[src/rtl/lcd_ctrl.sv]
// lcd_ctrl: HD44780-compatible LCD bus timing generator fed by a byte-wide
// valid/ready request port. Drives RS/RW/EN/DATA packed as
// {ON, 20'b0, EN, RS, RW, DATA} on io_lcd_o. All outputs are registered.
// Optional feature macro: LCD_INIT_EN (power-up wait plus internal init
// command sequence). Without it the controller is idle one cycle after ON.
module lcd_ctrl #(
  parameter int SETUP_CYC      = 4,
  parameter int EN_HIGH_CYC    = 24,
  parameter int CMD_WAIT_CYC   = 2000,
  parameter int CLEAR_WAIT_CYC = 82000,
  parameter int PWRUP_WAIT_CYC = 750000
) (
  input  logic        clk_i,
  input  logic        rst_i,
  input  logic        req_valid_i,
  input  logic        req_rs_i,
  input  logic [7:0]  req_data_i,
  output logic        req_ready_o,
  output logic        init_done_o,
  output logic [31:0] io_lcd_o
);

  function automatic int max_of(input int a, input int b);
    return (a > b) ? a : b;
  endfunction

  localparam int MAX_CYC = max_of(max_of(max_of(SETUP_CYC, EN_HIGH_CYC),
                                         max_of(CMD_WAIT_CYC, CLEAR_WAIT_CYC)),
                                  PWRUP_WAIT_CYC);
  localparam int CNT_W = $clog2(MAX_CYC) + 1;

  typedef enum logic [2:0] {
    ST_PWRUP = 3'd0,
    ST_INIT  = 3'd1,
    ST_IDLE  = 3'd2,
    ST_SETUP = 3'd3,
    ST_PULSE = 3'd4,
    ST_WAIT  = 3'd5
  } state_t;

  // Clear/home commands need the long post-pulse wait.
  function automatic logic [CNT_W-1:0] wait_len(input logic rs, input logic [7:0] d);
    if (!rs && ((d == 8'h01) || (d == 8'h02) || (d == 8'h03))) begin
      return CNT_W'(CLEAR_WAIT_CYC);
    end else begin
      return CNT_W'(CMD_WAIT_CYC);
    end
  endfunction

  // Fixed power-up command list: function set, display on, clear, entry mode.
  function automatic logic [7:0] init_cmd(input logic [1:0] idx);
    case (idx)
      2'd0:    return 8'h38;
      2'd1:    return 8'h0C;
      2'd2:    return 8'h01;
      2'd3:    return 8'h06;
      default: return 8'h00;
    endcase
  endfunction

  state_t           state_r, state_next_s;
  logic [CNT_W-1:0] cnt_r, cnt_next_s;
  logic             on_r;
  logic             en_r, en_next_s;
  logic             rs_r, rs_next_s;
  logic [7:0]       data_r, data_next_s;
  logic             ready_r, ready_next_s;
  logic             init_done_r, init_done_next_s;
  logic [1:0]       idx_r, idx_next_s;

  // Next-state and next-output decode; every counted phase advances when the counter reads 1.
  always_comb begin
    state_next_s     = state_r;
    cnt_next_s       = cnt_r;
    en_next_s        = 1'b0;
    rs_next_s        = rs_r;
    data_next_s      = data_r;
    ready_next_s     = 1'b0;
    init_done_next_s = init_done_r;
    idx_next_s       = idx_r;
    case (state_r)
      ST_PWRUP: begin
`ifdef LCD_INIT_EN
        if (!on_r) begin
          cnt_next_s = CNT_W'(PWRUP_WAIT_CYC);
        end else if (cnt_r <= CNT_W'(1)) begin
          state_next_s = ST_INIT;
        end else begin
          cnt_next_s = cnt_r - CNT_W'(1);
        end
`else
        if (on_r) begin
          state_next_s     = ST_IDLE;
          ready_next_s     = 1'b1;
          init_done_next_s = 1'b1;
        end else begin
          state_next_s = ST_PWRUP;
        end
`endif
      end
      ST_INIT: begin
        state_next_s = ST_SETUP;
        rs_next_s    = 1'b0;
        data_next_s  = init_cmd(idx_r);
        cnt_next_s   = CNT_W'(SETUP_CYC);
      end
      ST_IDLE: begin
        if (req_valid_i && ready_r) begin
          state_next_s = ST_SETUP;
          rs_next_s    = req_rs_i;
          data_next_s  = req_data_i;
          cnt_next_s   = CNT_W'(SETUP_CYC);
        end else begin
          ready_next_s = 1'b1;
        end
      end
      ST_SETUP: begin
        if (cnt_r == CNT_W'(1)) begin
          state_next_s = ST_PULSE;
          cnt_next_s   = CNT_W'(EN_HIGH_CYC);
          en_next_s    = 1'b1;
        end else begin
          cnt_next_s = cnt_r - CNT_W'(1);
        end
      end
      ST_PULSE: begin
        if (cnt_r == CNT_W'(1)) begin
          state_next_s = ST_WAIT;
          cnt_next_s   = wait_len(rs_r, data_r);
        end else begin
          cnt_next_s = cnt_r - CNT_W'(1);
          en_next_s  = 1'b1;
        end
      end
      ST_WAIT: begin
        if (cnt_r != CNT_W'(1)) begin
          cnt_next_s = cnt_r - CNT_W'(1);
        end else if (init_done_r) begin
          state_next_s = ST_IDLE;
          ready_next_s = 1'b1;
        end else if (idx_r == 2'd3) begin
          state_next_s     = ST_IDLE;
          ready_next_s     = 1'b1;
          init_done_next_s = 1'b1;
          idx_next_s       = 2'd0;
        end else begin
          state_next_s = ST_INIT;
          idx_next_s   = idx_r + 2'd1;
        end
      end
      default: begin
        state_next_s = ST_PWRUP;
      end
    endcase
  end

  // State, counter and output registers; reset drops EN and forgets any request at once.
  always_ff @(posedge clk_i or posedge rst_i) begin
    if (rst_i) begin
      state_r     <= ST_PWRUP;
      cnt_r       <= '0;
      on_r        <= 1'b0;
      en_r        <= 1'b0;
      rs_r        <= 1'b0;
      data_r      <= 8'h00;
      ready_r     <= 1'b0;
      init_done_r <= 1'b0;
      idx_r       <= 2'd0;
    end else begin
      state_r     <= state_next_s;
      cnt_r       <= cnt_next_s;
      on_r        <= 1'b1;
      en_r        <= en_next_s;
      rs_r        <= rs_next_s;
      data_r      <= data_next_s;
      ready_r     <= ready_next_s;
      init_done_r <= init_done_next_s;
      idx_r       <= idx_next_s;
    end
  end

  assign req_ready_o = ready_r;
  assign init_done_o = init_done_r;
  assign io_lcd_o    = {on_r, 20'b0, en_r, rs_r, 1'b0, data_r};

endmodule

[config.mk]
export PLATFORM = sky130hd
export DESIGN_NAME = lcd_ctrl
export DESIGN_NICKNAME = d
export VERILOG_FILES = /design/src/rtl/lcd_ctrl.sv
export SDC_FILE = /design/constraint.sdc
export NUM_CORES = 1
export LEC_CHECK = 0
export CORE_ASPECT_RATIO = 0.6
export CORE_MARGIN = 2
export CORE_UTILIZATION = 44
export CTS_BUF_LIST = sky130_fd_sc_hd__clkbuf_8
export DETAILED_ROUTE_END_ITERATION = 7
export PLACE_DENSITY = 0.77
export SLEW_MARGIN = 20
export SYNTH_ARGS = -nofsm -noshare
export SYNTH_HDL_FRONTEND = slang
export SYNTH_SLANG_ARGS = --single-unit
[constraint.sdc]
create_clock -name clk_i -period 2.5 [get_ports clk_i]
set_clock_uncertainty 0.15 [all_clocks]
set_input_delay 0.75 -clock clk_i [delete_from_list [all_inputs] [get_ports clk_i]]
set_output_delay 0.75 -clock clk_i [all_outputs]
set_load 0.05 [all_outputs]
==> out/metrics.cfg, run 1 <==
[outcome]
outcome = finished, final reports clean

[logic_synthesis]
synthAdderAreaFrac = 0.0299
synth_top_family_by_area = compound AO/OA/AOI/OAI gates
ys.flop_type = dfrtp_1
syn_area_mm2 = 0.00251
synth-simple-area-share = 0.224
synth_compound_area_frac = 0.231
syn_avg_cell_area_um2 = 8.69
yosysUniqueCellTypes = 53
synthCells = 289
yosysWarnings = 0
ys_ff_latch = 39
synthMuxAreaShare = 0.00897
ys_async_sr_fraction = 1.00
synth-edff-count = 0
synthXorXnorAreaFrac = 0.00349
seq_area_frac_synth = 0.389

[clock_tree]
clkTransAtPathRegs_ns = 0.09
clk_path_buf_depth = 2
cts.sinks = 39
cts_tree = built
cts_htree_levels = 2
root_buffer = clkbuf_8
post-cts-setup-buffers = 0
clk_latency_ns = 0.30
cts_made_buffers = 5

[setup_path]
r2r_start = cnt_r[5]$_DFFE_PP0P_
cp.required_ns = 2.58
cp_max_fo = 7
crit_type = input pin to register
cp-end-kind = register
r2r_cells = 6
cp_data_arrival_time_ns = 2.50
startpoint_type = input pin
regToRegSetupSlack_ns = 0.10
cp-startpoint = req_valid_i

[drt]
wl_met3_um = 604
antenna_left = 0
drtPass1Iterations = 6
viasPerCell = 5.74
dr_wl_met2_um = 2640
drc = 0
drt-total-wl_um = 6630
drt-initial-drc-count = 284
highest_layer = met4
num_vias = 2378
wl_per_cell_um = 16.0
wl_met1_um = 3320

[place]
dp.cells = 406
port_buffers = 24
dp_hpwl_um = 4950
post_dp_cell_area_mm2 = 0.00291
gp_congestion = 0.921

[sta]
worst-slew-pin-transition_ns = 0.540
post-route-period-util = 0.970
fin_crit_ns = 2.42
maxSlewHeadroom = 0.639
slew_violations = 0
fmax_mhz = 412
rsz0062_at_grt = yes
setup_viol = 0
hold_ws_ns = 0.361
hold_viol = 0

[layout]
final_cell_mix = dfrtp_1 (39), buf_4 (29), nand2_1 (27), clkdlybuf4s50_1 (23), conb_1 (22)
area_delta_synth_final_pct = 20.9
drive_gt1_frac = 0.144
final_core_util = 0.548
stdcell_count = 414
multi_input_area_mm2 = 0.00135
nNetsFinal = 351
layout_commonest_cell = dfrtp_1
antennaDiodeCount = 0
seq_area_um2 = 976
postLayoutCellArea_mm2 = 0.00304
nFillCells = 504

[pwr]
ir_drop_v = 0.000643
p_per_area_mw_per_mm2 = 1390
p_leak_nw = 1.33

[floorplan]
dieArea_mm2 = 0.00635
num_rows = 21
ios = 46
die_h_um = 62.5
start_util = 0.453
dieWidth_um = 102
fp.coreArea_mm2 = 0.00554

[grt]
grt_usage = 0.218
grt_pass1_vias = 2200
grt_start_max_net_pins = 40
grt_pass1_wl_um = 11000
antenna_found_initial = 0
overflow = 0

[worst_hold_path]
min_from = data_r[2]$_DFFE_PP0P_
hold_depth = 2
min_path_type = register to register

[run]
maxCapViolations = 0

[state kept, by name (all words and copies together) (netlist names)]
| signal | flops |
|---|---|
| state_r | 3 |
| idx_r | 2 |
| en_r | 1 |
| on_r | 1 |
| rs_r | 1 |
| cnt_r | 21 |
| init_done_o | 1 |
| data_r | 8 |
| req_ready_o | 1 |
[what timing repair did]
| action | in CTS | in global routing |
|---|---|---|
| endpoints found under the hold margin | 0 | 0 |
| setup endpoints to repair | 0 | 10 |
| hold buffers | 0 | 0 |
| gates resized for setup | 0 | 4 |
[critical path, cell delays in order]
cell and delay [ns]:
clkdlybuf4s50_1 0.48, a311oi_1 0.11, a21oi_1 0.19, o21ai_2 0.13
buf_4 0.18, or4_1 0.50, a21oi_1 0.15
[synth_stat cells, types with 3 or more instances]
cell	instances	area, µm²
dfrtp_1	39	976
nand2_1	27	101
buf_4	25	188
nor2_1	20	75.1
o21ai_0	19	95.1
a21oi_1	17	85.1
inv_1	11	41.3
nand3_1	11	55.1
o31ai_1	10	75.1
a31oi_1	9	56.3
clkbuf_1	9	33.8
or4_1	8	60.1
ha_1	6	75.1
and2_1	5	31.3
nor4_1	5	31.3
a22o_1	4	35.0
nand4b_1	4	35.0
nor3_1	4	20.0
or3_1	4	25.0
nand2b_1	3	18.8
nor3b_1	3	22.5
o21ai_1	3	15.0
o221ai_1	3	26.3
o31a_1	3	26.3
[stage by stage]
stage          setup WS, ns  total power [W]  setup TNS [ns]
2_1_floorplan         0.281          0.00280               0
3_3_place_gp         -0.227          0.00353           -1.53
3_5_place_dp         -0.238          0.00361           -2.20
4_1_cts              0.0422          0.00416               0
5_1_grt             -0.0469          0.00454          -0.118
6_report             0.0755          0.00423               0
[final timing paths]
kind                                         endpoint
min in group asynchronous       cnt_r[17]$_DFFE_PP0P_
worst max-delay path            cnt_r[17]$_DFFE_PP0P_
worst min register to register  data_r[2]$_DFFE_PP0P_
max in group asynchronous        cnt_r[2]$_DFFE_PP0P_
worst max register to register  cnt_r[18]$_DFFE_PP0P_
worst min-delay path            data_r[2]$_DFFE_PP0P_
[logic make-up after synthesis]
| family | count (synthesis) |
|---|---|
| xor gates and xnor gates | 1 |
| DFF | 39 |
| other | 2 |
| AOI/OAI and AO/OA | 88 |
| adders and majority gates | 6 |
| and+or+nand+nor | 104 |
| buffers and inverters | 47 |
| muxes | 2 |
[final cells by class]
cell class	count	share of cell area
timing repair buffer	53	0.152
tap	80	0.0330
sequential	39	0.322
multi-input combinational	223	0.443
inverter	11	0.0136
clock buffer	5	0.0227
clock inverter	3	0.0144
[power breakdown]
group          switching, W  internal (W)  total, W
combinational       0.00157      0.000952   0.00252
clock              0.000242      0.000297  0.000539
sequential         0.000297      0.000867   0.00116
total               0.00211       0.00212   0.00423
[layer usage]
| layer | GRT usage | up-vias |
|---|---|---|
| li1 | - | 1111 |
| met1 | 0.344 | 1133 |
| met2 | 0.298 | 121 |
| met3 | 0.0570 | 13 |
| met4 | 0.0422 | 0 |
| met5 | 0 | - |
Note: power is estimated with default switching activity, not from simulation.
==> run 2, diff against run 1 <==
--- a/config.mk
+++ b/config.mk
@@ -6,7 +6,6 @@
 export NUM_CORES = 1
 export LEC_CHECK = 0
 export CORE_ASPECT_RATIO = 0.6
-export CORE_MARGIN = 2
 export CORE_UTILIZATION = 44
 export CTS_BUF_LIST = sky130_fd_sc_hd__clkbuf_8
 export DETAILED_ROUTE_END_ITERATION = 7
==> run 2 against run 1 <==
  * Final area is 1.0% lower
  * Maximum frequency up 0.47%
  * Worst hold slack improved by 0.011 ns
  * Combinational power is essentially flat
  * Sequential power is 4% higher
==> out/metrics.cfg, run 2 (synthesized netlist as in run 1, its figures left out) <==
[setup_path]
cp.required_ns = 1.60
cp_cell_sequence = clkdlybuf4s50_1
critPathMaxStageDelay_ns = 0.82
crit_type = register to output pin
path_delay_family = buffers and inverters
cp-end-kind = output pin
cp_data_arrival_time_ns = 1.51
startpoint_type = register
crit_path_top_delay_cell = clkdlybuf4s50_1
cp_max_fo = 4
cp_num_buf_inv = 1

[layout]
nFillCells = 482
final_cell_mix = dfrtp_1 (39), nand2_1 (27), buf_4 (24), conb_1 (22), clkdlybuf4s50_1 (22)
stdcell_count = 406
postLayoutCellArea_mm2 = 0.00300
largest_reg_flops = 21
largestRegisters = cnt_r (21), data_r (8), state_r (3)
top_register = cnt_r
area_delta_synth_final_pct = 19.6
antennaDiodeCount = 0
drive_gt1_frac = 0.134
layout_commonest_cell = dfrtp_1
nNetsFinal = 346

[floorplan]
ios = 46
die_h_um = 60.5
dieArea_mm2 = 0.00602
num_rows = 20
fp.coreArea_mm2 = 0.00528
start_util = 0.476
dieWidth_um = 99.5

[worst_hold_path]
min_path_type = register to register

[sta]
maxSlewHeadroom = 0.504
hold_viol = 0
fmax_mhz = 414
post-route-period-util = 0.965
setup_ws_ns = 0.0868
worst-slew-pin-transition_ns = 0.744
slew_violations = 0
setup_viol = 0
fin_crit_ns = 2.41

[drt]
drt-total-wl_um = 6490
num_vias = 2354
drtPass1Iterations = 5
antenna_left = 0
drt-initial-drc-count = 193
viasPerCell = 5.80
wl_per_cell_um = 16.0
drc = 0

[outcome]
outcome = finished, final reports clean

[pwr]
power.total_w = 0.00417
internal_power_w = 0.00207
pwr-share-seq = 0.289
p_per_area_mw_per_mm2 = 1390
p_comb_frac = 0.598
p_leak_nw = 1.31
p_sw_w = 0.00210
switching_share = 0.504
clkPwrFrac = 0.113
ir_drop_v = 0.000697

[clock_tree]
clkTransAtPathRegs_ns = 0.07
clk_latency_ns = 0.30
cts_made_buffers = 5
cts_hold_buffers = 0
cts_htree_levels = 2
clk_path_buf_depth = 2
root_buffer = clkbuf_8
cts_tree = built
cts.sinks = 39

[run]
maxCapViolations = 0

[place]
dp_hpwl_um = 4890
post_dp_cell_area_mm2 = 0.00287
dp.cells = 397
pre_cts_ws_ns = -0.237
port_buffers = 24
gp_congestion = 0.932

[grt]
grt_pass1_vias = 2067
grt_pass1_wl_um = 10400
antenna_found_initial = 0
overflow = 0
grt_start_max_net_pins = 40
grt_usage = 0.232

-- run 2: final cells by class --
| class | instances | area (µm²) | share of cell area |
|---|---|---|---|
| Multi-Input combinational cell | 223 | 1360 | 0.452 |
| Clock buffer | 7 | 96.3 | 0.0321 |
| Inverter | 11 | 41.3 | 0.0137 |
| Sequential cell | 39 | 976 | 0.325 |
| Timing Repair Buffer | 48 | 433 | 0.144 |
| Clock inverter | 1 | 3.75 | 0.00125 |
| Tap cell | 77 | 96.3 | 0.0321 |
-- run 2: per-layer routing --
metal	GRT usage	up-vias	routed length, µm	part of all wire
met5	0	-	0	0
met4	0.0798	0	80	0.012
met3	0.0645	9	648	0.10
met2	0.314	117	2580	0.40
met1	0.352	1121	3180	0.49
li1	-	1107	-	-
-- run 2: path summary, 6_finish.rpt --
check	startpoint	end	slack (ns)	cells past startpoint
max	init_done_o$_DFFE_PP0P_	init_done_o	0.09	1
min	data_r[3]$_DFFE_PP0P_	data_r[3]$_DFFE_PP0P_	0.37	2
max reg2reg	cnt_r[1]$_DFFE_PP0P_	cnt_r[14]$_DFFE_PP0P_	0.11	8
min reg2reg	data_r[3]$_DFFE_PP0P_	data_r[3]$_DFFE_PP0P_	0.37	2
max in group asynchronous	rst_i	cnt_r[11]$_DFFE_PP0P_	1.13	3
min in group asynchronous	rst_i	cnt_r[7]$_DFFE_PP0P_	0.72	3
-- run 2: power groups by stage --
stage	logic [W]	clock network, W	registers (W)
2_1_floorplan	0.00150	0	0.00129
3_3_place_gp	0.00233	0	0.00118
3_5_place_dp	0.00239	0	0.00120
4_1_cts	0.00241	0.000479	0.00119
5_1_grt	0.00270	0.000503	0.00124
6_report	0.00249	0.000470	0.00121
-- run 2: repair_timing --
item                                    4_1_cts  5_1_grt
endpoints found under the setup margin        0       16
setup buffers                                 0        1
resized for setup                             0        6
-- run 2: through the flow --
stage	setup TNS, ns	hold slack (ns)	utilization
after detailed placement	-2.90	0.361	0.543
after global routing	-0.00399	0.387	0.569
after global placement	-1.34	0.349	0.543
after CTS	0	0.377	0.562
after floorplan	0	0.340	-
final	0	0.372	0.569
